`src/rtl/apb_xfer_regbank_fifo.sv`:
```
// APB register bank for the serial transfer controller: slave address, W1C event
// status with maskable interrupt, and TX/RX byte FIFOs between APB and the core.
module apb_xfer_regbank_fifo #(
  parameter int APB_ADDR_WIDTH = 12,
  parameter int APB_DATA_WIDTH = 32,
  parameter int FIFO_DEPTH     = 8
) (
  input  logic                      HCLK,
  input  logic                      HRESETn,
  input  logic [APB_ADDR_WIDTH-1:0] i_PADDR,
  input  logic [APB_DATA_WIDTH-1:0] i_PWDATA,
  input  logic                      i_PWRITE,
  input  logic                      i_PSEL,
  input  logic                      i_PENABLE,
  output logic [APB_DATA_WIDTH-1:0] o_PRDATA,
  output logic                      o_PREADY,
  output logic                      o_PSLVERR,
  output logic [6:0]                o_slvaddr,
  output logic                      o_tba,
  output logic                      o_tx_valid,
  output logic [7:0]                o_tx_data,
  input  logic                      i_tx_ready,
  input  logic                      i_rx_valid,
  input  logic [7:0]                i_rx_data,
  input  logic                      i_tra,
  input  logic                      i_nak,
  output logic                      o_irq
);

  localparam int CW = $clog2(FIFO_DEPTH + 1);
  localparam int PW = $clog2(FIFO_DEPTH);

  localparam logic [APB_ADDR_WIDTH-1:0] A_ADDR   = APB_ADDR_WIDTH'(12'h000);
  localparam logic [APB_ADDR_WIDTH-1:0] A_STATUS = APB_ADDR_WIDTH'(12'h004);
  localparam logic [APB_ADDR_WIDTH-1:0] A_MASK   = APB_ADDR_WIDTH'(12'h008);
  localparam logic [APB_ADDR_WIDTH-1:0] A_TXDATA = APB_ADDR_WIDTH'(12'h00C);
  localparam logic [APB_ADDR_WIDTH-1:0] A_RXDATA = APB_ADDR_WIDTH'(12'h010);
  localparam logic [APB_ADDR_WIDTH-1:0] A_LEVEL  = APB_ADDR_WIDTH'(12'h014);

  logic [6:0]    slvaddr_reg;
  logic          tba_reg;
  logic [3:0]    status_reg, status_next, status_set, status_clr;
  logic [3:0]    mask_reg;
  logic          irq_reg;

  logic [7:0]    tx_mem [FIFO_DEPTH];
  logic [PW-1:0] tx_wr_ptr_reg, tx_rd_ptr_reg;
  logic [CW-1:0] tx_cnt_reg;
  logic [7:0]    rx_mem [FIFO_DEPTH];
  logic [PW-1:0] rx_wr_ptr_reg, rx_rd_ptr_reg;
  logic [CW-1:0] rx_cnt_reg;

  logic acc, wr_acc, rd_acc;
  logic sel_addr, sel_status, sel_mask, sel_txd, sel_rxd, sel_level, unmapped;
  logic tx_full, tx_empty, tx_push, tx_pop;
  logic rx_full, rx_empty, rx_push, rx_pop, rx_ovf;
  logic unused_pwdata;

  assign unused_pwdata = ^i_PWDATA[30:8];

  assign acc    = i_PSEL & i_PENABLE;
  assign wr_acc = acc & i_PWRITE;
  assign rd_acc = acc & ~i_PWRITE;

  assign sel_addr   = (i_PADDR == A_ADDR);
  assign sel_status = (i_PADDR == A_STATUS);
  assign sel_mask   = (i_PADDR == A_MASK);
  assign sel_txd    = (i_PADDR == A_TXDATA);
  assign sel_rxd    = (i_PADDR == A_RXDATA);
  assign sel_level  = (i_PADDR == A_LEVEL);
  assign unmapped   = ~(sel_addr | sel_status | sel_mask | sel_txd | sel_rxd | sel_level);

  // A full FIFO still accepts a push when its head leaves in the same cycle.
  assign tx_full  = (tx_cnt_reg == CW'(FIFO_DEPTH));
  assign tx_empty = (tx_cnt_reg == '0);
  assign tx_pop   = ~tx_empty & i_tx_ready;
  assign tx_push  = wr_acc & sel_txd & (~tx_full | tx_pop);

  assign rx_full  = (rx_cnt_reg == CW'(FIFO_DEPTH));
  assign rx_empty = (rx_cnt_reg == '0);
  assign rx_pop   = rd_acc & sel_rxd & ~rx_empty;
  assign rx_push  = i_rx_valid & (~rx_full | rx_pop);
  assign rx_ovf   = i_rx_valid & rx_full & ~rx_pop;

  assign status_set = {rx_ovf, rx_push, i_tra, i_nak};
  assign status_clr = (wr_acc & sel_status) ? i_PWDATA[3:0] : 4'h0;

  // Set has priority over a same-cycle write-one-to-clear.
  genvar gi;
  generate
    for (gi = 0; gi < 4; gi++) begin : g_status
      assign status_next[gi] = status_set[gi] | (status_reg[gi] & ~status_clr[gi]);
    end
  endgenerate

  always_ff @(posedge HCLK or negedge HRESETn) begin
    if (!HRESETn) begin
      slvaddr_reg   <= '0;
      tba_reg       <= 1'b0;
      status_reg    <= '0;
      mask_reg      <= '0;
      irq_reg       <= 1'b0;
      tx_wr_ptr_reg <= '0;
      tx_rd_ptr_reg <= '0;
      tx_cnt_reg    <= '0;
      rx_wr_ptr_reg <= '0;
      rx_rd_ptr_reg <= '0;
      rx_cnt_reg    <= '0;
    end else begin
      if (wr_acc && sel_addr) begin
        slvaddr_reg <= i_PWDATA[6:0];
        tba_reg     <= i_PWDATA[31];
      end
      if (wr_acc && sel_mask) mask_reg <= i_PWDATA[3:0];
      status_reg <= status_next;
      irq_reg    <= |(status_reg & mask_reg);
      if (tx_push) tx_wr_ptr_reg <= tx_wr_ptr_reg + PW'(1);
      if (tx_pop)  tx_rd_ptr_reg <= tx_rd_ptr_reg + PW'(1);
      tx_cnt_reg <= tx_cnt_reg + CW'(tx_push) - CW'(tx_pop);
      if (rx_push) rx_wr_ptr_reg <= rx_wr_ptr_reg + PW'(1);
      if (rx_pop)  rx_rd_ptr_reg <= rx_rd_ptr_reg + PW'(1);
      rx_cnt_reg <= rx_cnt_reg + CW'(rx_push) - CW'(rx_pop);
    end
  end

  // Storage carries no reset; stale entries are unreachable once counts clear.
  always_ff @(posedge HCLK) begin
    if (tx_push) tx_mem[tx_wr_ptr_reg] <= i_PWDATA[7:0];
    if (rx_push) rx_mem[rx_wr_ptr_reg] <= i_rx_data;
  end

  always_comb begin
    o_PRDATA = '0;
    if (sel_addr)        o_PRDATA = {tba_reg, 24'h0, slvaddr_reg};
    else if (sel_status) o_PRDATA = {26'h0, rx_empty, tx_full, status_reg};
    else if (sel_mask)   o_PRDATA = {28'h0, mask_reg};
    else if (sel_rxd && !rx_empty) o_PRDATA = {24'h0, rx_mem[rx_rd_ptr_reg]};
    else if (sel_level)  o_PRDATA = {16'h0, 8'(rx_cnt_reg), 8'(tx_cnt_reg)};
  end

  assign o_PSLVERR = acc & (unmapped
                          | (sel_txd & ~i_PWRITE)
                          | (sel_txd & i_PWRITE & tx_full & ~tx_pop)
                          | (sel_rxd & ~i_PWRITE & rx_empty));

  assign o_PREADY   = 1'b1;
  assign o_slvaddr  = slvaddr_reg;
  assign o_tba      = tba_reg;
  assign o_tx_valid = ~tx_empty;
  assign o_tx_data  = tx_empty ? 8'h00 : tx_mem[tx_rd_ptr_reg];
  assign o_irq      = irq_reg;

endmodule
```
`config.mk`:
```
export PLATFORM = sky130hd
export DESIGN_NAME = apb_xfer_regbank_fifo
export DESIGN_NICKNAME = d
export VERILOG_FILES = /design/src/rtl/apb_xfer_regbank_fifo.sv
export SDC_FILE = /design/constraint.sdc
export NUM_CORES = 1
export LEC_CHECK = 0
export ABC_AREA = 1
export CORE_ASPECT_RATIO = 1.25
export CORE_UTILIZATION = 35
export DETAILED_ROUTE_END_ITERATION = 16
export DONT_BUFFER_PORTS = 1
export SETUP_SLACK_MARGIN = 0.15
export SLEW_MARGIN = 20
export SYNTH_ARGS = -nofsm -noshare
export SYNTH_HDL_FRONTEND = slang
export SYNTH_SLANG_ARGS = --single-unit
export TNS_END_PERCENT = 5
```
`constraint.sdc`:
```
create_clock -name HCLK -period 3 [get_ports HCLK]
set_input_delay 0.6 -clock HCLK [delete_from_list [all_inputs] [get_ports HCLK]]
set_output_delay 0.6 -clock HCLK [all_outputs]
set_load 0.02 [all_outputs]
```
==> Word-level counts from Yosys, hierarchy flattened <==
Memory sizes are Yosys's and may differ from the RTL's.
Cells that the tools add are included.
{ "totals": {"register_bits": 37, "input_bits": 61, "out_inout_bits": 52, "word_cells": 97, "n_memories": 2, "ram_bits": 128} }
{ "mem_list": {"columns": ["name", "depth", "width", "read_ports", "rd_clocked_by_memory_dff", "wr", "line_no", "rtl"], "rows": [
  ["rx_mem", 8, 8, 1, 0, 1, "49", "logic [7:0] rx_mem [FIFO_DEPTH];"],
  ["tx_mem", 8, 8, 1, 0, 1, "46", "logic [7:0] tx_mem [FIFO_DEPTH];"]
]} }
{ "op_classes": {"addsub": 8, "reduce_logical": 8, "eq_ne": 7, "n_mux": 11, "n_bitwise": 50} }
{ "op_table": {"columns": ["op", "count"], "rows": [
  ["two-way mux 12 bit", 4],
  ["two-way mux 32 bit", 1],
  ["equality test 12 x 4 -> 1 bit (second input constant)", 2],
  ["equality test 12 x 5 -> 1 bit (second input constant)", 2],
  ["AND 1 bit", 23],
  ["OR 1 bit", 14],
  ["adder 3 x 1 -> 3 bit (second input constant)", 4],
  ["equality test 12 x 3 -> 1 bit (second input constant)", 1],
  ["logical NOT 12 bit", 1],
  ["inverter 1 bit", 12],
  ["adder 4 x 1 -> 4 bit", 2],
  ["equality test 4 bit (second input constant)", 2],
  ["logical NOT 4 bit", 2],
  ["two-way mux 8 bit", 1],
  ["subtractor 4 x 1 -> 4 bit", 2],
  ["AND 4 bit", 1],
  ["two-way mux 1 bit", 4],
  ["two-way mux 4 bit", 1],
  ["OR reduction 4 bit", 1],
  ["logical AND 1 bit", 3],
  ["logical NOT 1 bit", 1]
]} }

==> Depth between registers and ports, before layout <==
Gate-level depths: netlist of run 1.
{ "depth": {"depth_word": 11, "mapped_depth": 14, "ltp_nobuf": 13} }

==> Worst setup path after synthesis of run 1 <==
OpenSTA, ideal clock, no wires.
{ "synth_path": {"path_type": "input -> output", "from": "input i_PADDR[3]", "to": "output o_PRDATA[6]", "slack_ns": 0.527, "n_path_buf": 1, "arrival_time_ns": 1.873, "required_time_ns": 2.400, "cell_stages": 6, "cell_sequence": "buf_6 > clkinv_2 > nand2_2 > nor2_4 > nand4_1 > o31ai_1"} }
{ "synth_between": {"elab_chain_cells": 6, "elab_cells_between_ends": 9, "classes_between": "eq/ne: 3; mux: 4; reduce/logical: 2"} }
{ "synth_rtl": {"columns": ["element", "line_no", "rtl"], "rows": [
  ["start: declaration", "10", "input logic [APB_ADDR_WIDTH-1:0] i_PADDR,"],
  ["equality test 12 x 5 -> 1 bit", "69", "assign sel_rxd = (i_PADDR == A_RXDATA);"],
  ["logical AND 1 bit", "137", "else if (sel_rxd && !rx_empty) o_PRDATA = {24'h0, rx_mem[rx_rd_ptr_reg]};"],
  ["two-way mux 12 bit", "137", null],
  ["two-way mux 12 bit", "136", "else if (sel_mask) o_PRDATA = {28'h0, mask_reg};"],
  ["two-way mux 12 bit", "135", "else if (sel_status) o_PRDATA = {26'h0, rx_empty, tx_full, status_reg};"],
  ["two-way mux 32 bit *", "134", "if (sel_addr) o_PRDATA = {tba_reg, 24'h0, slvaddr_reg};"],
  ["end: declaration", "15", "output logic [APB_DATA_WIDTH-1:0] o_PRDATA,"]
]} }
Mark *: on every way between the ends. The rest lies on a longest branch, timed or not.

==> Final worst setup path of run 1 <==
{ "layout_path": {"from": "input i_PADDR[9]", "to": "output o_PRDATA[4]"} }
Same word-level chain as after synthesis.

==> out/results.txt, run 1 <==
CTS buffer count -> 17
Final min period -> 2810 ps
type of element launching the critical path -> input pin
largest net degree at the start of global routing -> 38
class of the tightest hold or removal check -> input pin to asynchronous set/reset pin
Reg-to-Reg Start -> tx_cnt_reg[2]
Final Net Count -> 842
number of iterations in the first detailed-routing pass -> 4
ratio of routed vias to standard cells -> 4.77
achievable frequency -> 356 MHz
total internal power -> 0.00444 W
post-synthesis instance area -> 7750 µm²
Clk pwr share -> 30.1%
part of the power in registers -> 45.2%
top fanout value on the critical path -> 10
met3 layer usage reported by global route -> 4.61%
total setup violations reported at the end of the flow -> 0
sum of routed wire length over all layers -> 17000 µm
post-synthesis area per instance -> 10.5 µm²
fraction of final layout cells with drive strength greater than 1 -> 14.8%
fin crit share -> 93.6%
Crit path required time -> 2400 ps
effective utilization at floorplan -> 35.8%
Setup TNS -> 0 ps
number of pins exceeding their max-slew limit in the final report -> 0
delay of the slowest critical-path stage -> 390 ps
Congestion Overflow GR -> 0
total of warnings raised by yosys -> 0
final count of hold timing violations -> 0
setup repair after global routing missed its margin -> yes
leading cell type in the layout, fill and taps excluded -> sky130_fd_sc_hd__nand2_1
Routed Antenna Nets -> 0
kind of capture point of the worst setup path -> output port
Tot GR Track Use -> 16.0%
dominant register cell in the synthesized netlist -> sky130_fd_sc_hd__edfxtp_1
share of the yosys chip area belonging to registers -> 61.6%
die extent in y -> 168 µm
reported net switching power -> 0.00202 W
H-tree level count -> 4
Arrival @ worst endpoint -> 2210 ps
number of global-route vias before repair -> 5017
number of DRC violations after detailed routing -> 0
GP Congestion -> 0.748
Core Footprint -> 21600 µm²
Clock Root Buffer -> sky130_fd_sc_hd__clkbuf_16
part of the total power dissipated in combinational logic -> 24.8%
gate count of the mapped netlist -> 735
minimum hold slack -> 8.63 ps
average routed wire per standard cell -> 16.1 µm
Die W -> 135 µm
Setup Skew -> 7.75 ps
global routing met1 resource utilization -> 17.6%
number of sinks driven by the clock tree -> 165
Final HPWL DP -> 12100 µm
crit path launch -> i_PADDR[9]
result of the run -> completed
Sw Share -> 31.2%
final total power -> 0.00646 W
maximum count of clock buffers along a single path -> 2
DIE AREA -> 22700 µm²
top library cells by usage in the layout, fill and taps aside -> sky130_fd_sc_hd__nand2_1 (158), sky130_fd_sc_hd__edfxtp_1 (128), sky130_fd_sc_hd__nor2_1 (104)
first-pass GRT wire length -> 26900 µm
antenna diode instance count -> 0
clock slew at the register clock pins of the worst setup and hold paths -> 60 ps
peak ir drop on the vdd network -> 0.474 mV
total power per unit cell area -> 739 nW/µm²
routed vias -> 5027
num rows -> 60
setup slack of the most critical reg-to-reg path -> 680 ps
ys async rst share -> 22.4%
leakage power -> 3.53 nW
number of top-level design ports -> 113
max-capacitance violation count -> 0
capturing point of the worst reg2reg path -> tx_mem[0][1]
Worst Path Class, Setup -> input pin to output port
crit-path cells -> nor2_2 -> nand3_1 -> nor2_4 -> nand2_2 -> o21ai_0 -> o22a_1
# port buffers -> 0
TritonCTS clock tree -> done
post-synth cell types -> 42
antenna violations before repair -> 0
Seq cells post-synth -> 165
cell type of the slowest stage on the worst timing path -> sky130_fd_sc_hd__o21ai_0
met2 Track Usage GR -> 28.9%
number of DRC markers after the initial detailed-route iteration -> 235
latest clock arrival within the worst-skew pair -> 420 ps
most used routing layer in global routing -> met2
layout overhead on the synthesized area -> 12.8%
FF-to-FF path depth -> 9
number of enable-type register cells in the synthesized netlist -> 128
-- routing by layer --
layer,routed length (µm),vias to the layer above
met5,0,-
met4,216,0
met3,1010,18
met2,9190,117
met1,6600,2367
li1,-,2525
-- synthesized netlist by cell type (2+ instances only) --
master                     instances  area share [%]
sky130_fd_sc_hd__nand2_1         158             7.7
sky130_fd_sc_hd__edfxtp_1        128              50
sky130_fd_sc_hd__nor2_1          104             5.0
sky130_fd_sc_hd__nand3_1          52             3.4
sky130_fd_sc_hd__inv_1            45             2.2
sky130_fd_sc_hd__o21ai_0          40             2.6
sky130_fd_sc_hd__dfrtp_1          37              12
sky130_fd_sc_hd__buf_4            21             2.0
sky130_fd_sc_hd__o32ai_1          16             1.8
sky130_fd_sc_hd__ha_1             14             2.3
sky130_fd_sc_hd__clkbuf_1         13            0.63
sky130_fd_sc_hd__nand4_1          13             1.0
sky130_fd_sc_hd__nor2_2           10            0.81
sky130_fd_sc_hd__buf_2             8            0.52
sky130_fd_sc_hd__a21oi_1           7            0.45
sky130_fd_sc_hd__inv_2             7            0.34
sky130_fd_sc_hd__nor3_2            5            0.65
sky130_fd_sc_hd__o21ai_2           5            0.57
sky130_fd_sc_hd__xnor2_1           5            0.57
sky130_fd_sc_hd__xor2_1            5            0.57
sky130_fd_sc_hd__nand2_2           4            0.32
sky130_fd_sc_hd__nor3_1            4            0.26
sky130_fd_sc_hd__nand2_4           3            0.44
sky130_fd_sc_hd__nor2_8            3            0.78
sky130_fd_sc_hd__buf_6             2            0.29
sky130_fd_sc_hd__conb_1            2           0.097
sky130_fd_sc_hd__fa_1              2            0.52
sky130_fd_sc_hd__nand2_8           2            0.52
sky130_fd_sc_hd__nand3_4           2            0.45
sky130_fd_sc_hd__nor2_4            2            0.29
sky130_fd_sc_hd__o21ai_1           2            0.13
sky130_fd_sc_hd__o21bai_1          2            0.19
sky130_fd_sc_hd__o221ai_1          2            0.23
sky130_fd_sc_hd__o22a_1            2            0.23
-- per-stage QoR --
step	std cells	util, %	setup slack (ps)	area [µm²]
2_1_floorplan	753	-	527	7820
3_3_place_gp	1022	37.7	317	8160
3_5_place_dp	1022	37.7	275	8160
4_1_cts	1052	40.2	168	8700
5_1_grt	1054	40.4	123	8740
6_report	1054	40.4	192	8740
-- logic make-up after synthesis --
kind of cell    count (synthesis)  synth area share, %
xor+xnor                       10                 1.13
compound gates                 78                 6.39
other cells                     2               0.0969
buf+inv                        99                 6.15
simple gates                  365                 21.9
fa+ha+maj                      16                 2.78
flops                         165                 61.6
-- worst max-delay path by stage --
| stage | endpoint | slack, ps | cells past startpoint |
|---|---|---|---|
| final | o_PRDATA[4] | 190 | 6 |
| after floorplan | o_PRDATA[6] | 530 | 6 |
| after CTS | o_tx_data[0] | 170 | 4 |
| after detailed placement | o_PRDATA[4] | 280 | 6 |
| after global placement | o_PRDATA[4] | 320 | 6 |
| after global routing | o_PRDATA[0] | 120 | 12 |
-- power groups by stage --
| stage | clock, W | sequential (W) | combinational [W] |
|---|---|---|---|
| 2_1_floorplan | 0 | 0.00285 | 0.00125 |
| 3_3_place_gp | 0 | 0.00296 | 0.00156 |
| 3_5_place_dp | 0 | 0.00296 | 0.00159 |
| 4_1_cts | 0.00198 | 0.00292 | 0.00161 |
| 5_1_grt | 0.00206 | 0.00295 | 0.00179 |
| 6_report | 0.00194 | 0.00292 | 0.00160 |
-- what timing repair did --
| action | 4_1_cts | 5_1_grt |
|---|---|---|
| endpoints found under the setup margin | 1 | 14 |
| endpoints found under the hold margin | 37 | 0 |
| gates resized for setup | 1 | 7 |
| buffers inserted | 0 | 2 |
| pin swaps | 0 | 0 |
| hold buffers | 1 | 0 |
-- critical path, delay by kind of cell --
kind               cells  cell delay [ps]
AOI/OAI and AO/OA      2              740
and+or+nand+nor        4              860
-- area by class of cell --
cell class | instances | area, µm²
clock inverters | 12 | 92.6
multi-input cells | 489 | 2590
well taps | 279 | 349
flip-flops and latches | 165 | 4770
inverters | 54 | 208
repair buffers | 38 | 302
fillers | 2125 | 12900
clock buffers | 17 | 425
No activity file was read; power rests on OpenSTA's default activity.
==> run 2: changes to the inputs <==
--- a/config.mk
+++ b/config.mk
@@ -11,6 +11,7 @@
 export DETAILED_ROUTE_END_ITERATION = 16
 export DONT_BUFFER_PORTS = 1
 export SETUP_SLACK_MARGIN = 0.15
+export SKIP_CTS_REPAIR_TIMING = 1
 export SLEW_MARGIN = 20
 export SYNTH_ARGS = -nofsm -noshare
 export SYNTH_HDL_FRONTEND = slang
==> run 2 against run 1 <==
Against the previous run: clock power hardly changed; die area is the same; core utilization rose by 0.081 points; non-clock buffer count rose by 1; first-iteration DRC count is 0.43% higher; via count rose by 0.28%; largest cell class unchanged; register-to-register slack about the same; flip-flop and latch count is the same; worst setup slack improved by 1.6 ps.
==> out/results.txt, run 2 (synthesis gave the netlist of run 1 again) <==
GP Congestion -> 0.748 (unchanged)
Final min period -> 2810 ps (-1.59 ps)
part of the power in registers -> 45.2% (about the same)
leading cell type in the layout, fill and taps excluded -> sky130_fd_sc_hd__nand2_1
routed vias -> 5041 (+0.28%)
peak ir drop on the vdd network -> 0.475 mV (about the same)
# port buffers -> 0 (unchanged)
delay of the slowest critical-path stage -> 390 ps (about the same)
crit-path cells -> nor2_2 -> nand3_1 -> nor2_4 -> nand2_2 -> o21ai_0 -> o22a_1
layout overhead on the synthesized area -> 13.0%
leakage power -> 3.53 nW (+0.21%)
Setup TNS -> 0 ps (unchanged)
Clk pwr share -> 30.0% (about the same)
final count of hold timing violations -> 0 (unchanged)
cell type of the slowest stage on the worst timing path -> sky130_fd_sc_hd__o21ai_0
Worst Path Class, Setup -> input pin to output port
first-pass GRT wire length -> 26900 µm (+0.13%)
reported net switching power -> 0.00202 W (about the same)
number of DRC violations after detailed routing -> 0 (unchanged)
clock slew at the register clock pins of the worst setup and hold paths -> 60 ps (about the same)
total setup violations reported at the end of the flow -> 0 (unchanged)
top library cells by usage in the layout, fill and taps aside -> sky130_fd_sc_hd__nand2_1 (158), sky130_fd_sc_hd__edfxtp_1 (128), sky130_fd_sc_hd__nor2_1 (104)
num rows -> 60 (unchanged)
Congestion Overflow GR -> 0 (unchanged)
maximum count of clock buffers along a single path -> 2 (unchanged)
H-tree level count -> 4 (unchanged)
largest net degree at the start of global routing -> 38 (unchanged)
hold path startpoint -> i_rx_data[0]
Routed Antenna Nets -> 0 (unchanged)
Setup WS post-layout -> 194 ps (+1.59 ps)
multi-input gate area in the final layout -> 2590 µm² (unchanged)
TritonCTS clock tree -> done
Final HPWL DP -> 12100 µm (unchanged)
worst setup timing slack at the placement stage -> 275 ps (unchanged)
fin crit share -> 93.5% (about the same)
Reg-to-Reg Start -> tx_cnt_reg[2]
final total power -> 0.00646 W (about the same)
achievable frequency -> 356 MHz (about the same)
number of iterations in the first detailed-routing pass -> 4 (unchanged)
number of global-route vias before repair -> 4992 (-0.50%)
part of the total power dissipated in combinational logic -> 24.8% (about the same)
CTS buffer count -> 17 (unchanged)
Setup Skew -> 7.65 ps (-0.0979 ps)
setup repair after global routing missed its margin -> yes
antenna violations before repair -> 0 (unchanged)
Crit path required time -> 2400 ps (about the same)
latest clock arrival within the worst-skew pair -> 420 ps (about the same)
effective utilization at floorplan -> 35.8% (unchanged)
max-capacitance violation count -> 0 (unchanged)
Clock Root Buffer -> sky130_fd_sc_hd__clkbuf_16
number of sinks driven by the clock tree -> 165 (unchanged)
average routed wire per standard cell -> 16.1 µm (-0.45%)
Core Footprint -> 21600 µm² (unchanged)
fraction of final layout cells with drive strength greater than 1 -> 14.8% (-0.019 points)
class of the tightest hold or removal check -> input pin to flip-flop
die extent in y -> 168 µm (unchanged)
Sw Share -> 31.2% (about the same)
number of pins exceeding their max-slew limit in the final report -> 0 (unchanged)
filler instances -> 2124 (-0.047%)
antenna diode instance count -> 0 (unchanged)
number of top-level design ports -> 113 (unchanged)
total power per unit cell area -> 738 nW/µm² (-0.15%)
area taken by flip-flops and latches -> 4770 µm² (unchanged)
total internal power -> 0.00445 W (about the same)
Arrival @ worst endpoint -> 2210 ps (about the same)
Final Net Count -> 843 (+0.12%)
number of DRC markers after the initial detailed-route iteration -> 236 (+0.43%)
ratio of routed vias to standard cells -> 4.78 (+0.18%)
Die W -> 135 µm (unchanged)
Tot GR Track Use -> 16.0% (+0.026 points)
result of the run -> completed
type of element launching the critical path -> input pin
top fanout value on the critical path -> 10 (unchanged)
setup slack of the most critical reg-to-reg path -> 680 ps (about the same)
DIE AREA -> 22700 µm² (unchanged)
kind of capture point of the worst setup path -> output port
crit path launch -> i_PADDR[9]
sum of routed wire length over all layers -> 17000 µm (-0.36%)
==> run 2: per-stage QoR <==
step           std cells  hold slack, ps  utilization [%]  area, µm²
2_1_floorplan        753             304                -       7820
3_3_place_gp        1022             306             37.7       8160
3_5_place_dp        1022             306             37.7       8160
4_1_cts             1051            -146             40.1       8670
5_1_grt             1055             249             40.5       8760
6_report            1055             273             40.5       8760
==> run 2: power by group through the flow <==
stage	combinational (W)	clock, W	sequential, W
after global placement	0.00156	0	0.00296
after floorplan	0.00125	0	0.00285
final	0.00160	0.00194	0.00292
after global routing	0.00179	0.00207	0.00295
after detailed placement	0.00159	0	0.00296
after CTS	0.00159	0.00198	0.00291
==> run 2: path summary, 6_finish.rpt <==
kind                                     to  cells after the start
max in group asynchronous  tx_rd_ptr_reg[1]                      2
min                            rx_mem[4][0]                      0
max reg2reg                    tx_mem[0][0]                      9
min reg2reg                rx_wr_ptr_reg[0]                      2
max                             o_PRDATA[4]                      6
min in group asynchronous  rx_wr_ptr_reg[2]                      2
==> run 2: critical path, delay by kind of cell <==
kind               cells  cell delay (ps)
AOI/OAI and AO/OA      2              750
and+or+nand+nor        4              850
==> run 2: area by class of cell <==
class	instances	share of cell area, %
multi-input combinational	489	29.6
tap	279	3.99
sequential	165	54.5
timing repair buffer	39	3.64
clock buffer	17	4.86
clock inverter	12	1.06
inverter	54	2.37
==> run 2: per-layer routing <==
| metal | track usage, % | wire length, µm | part of all wire [%] | vias up |
|---|---|---|---|---|
| li1 | - | - | - | 2527 |
| met1 | 17.8 | 6630 | 39 | 2392 |
| met2 | 28.9 | 9170 | 54 | 108 |
| met3 | 4.64 | 969 | 5.7 | 14 |
| met4 | 5.32 | 175 | 1.0 | 0 |
| met5 | 0 | 0 | 0 | - |
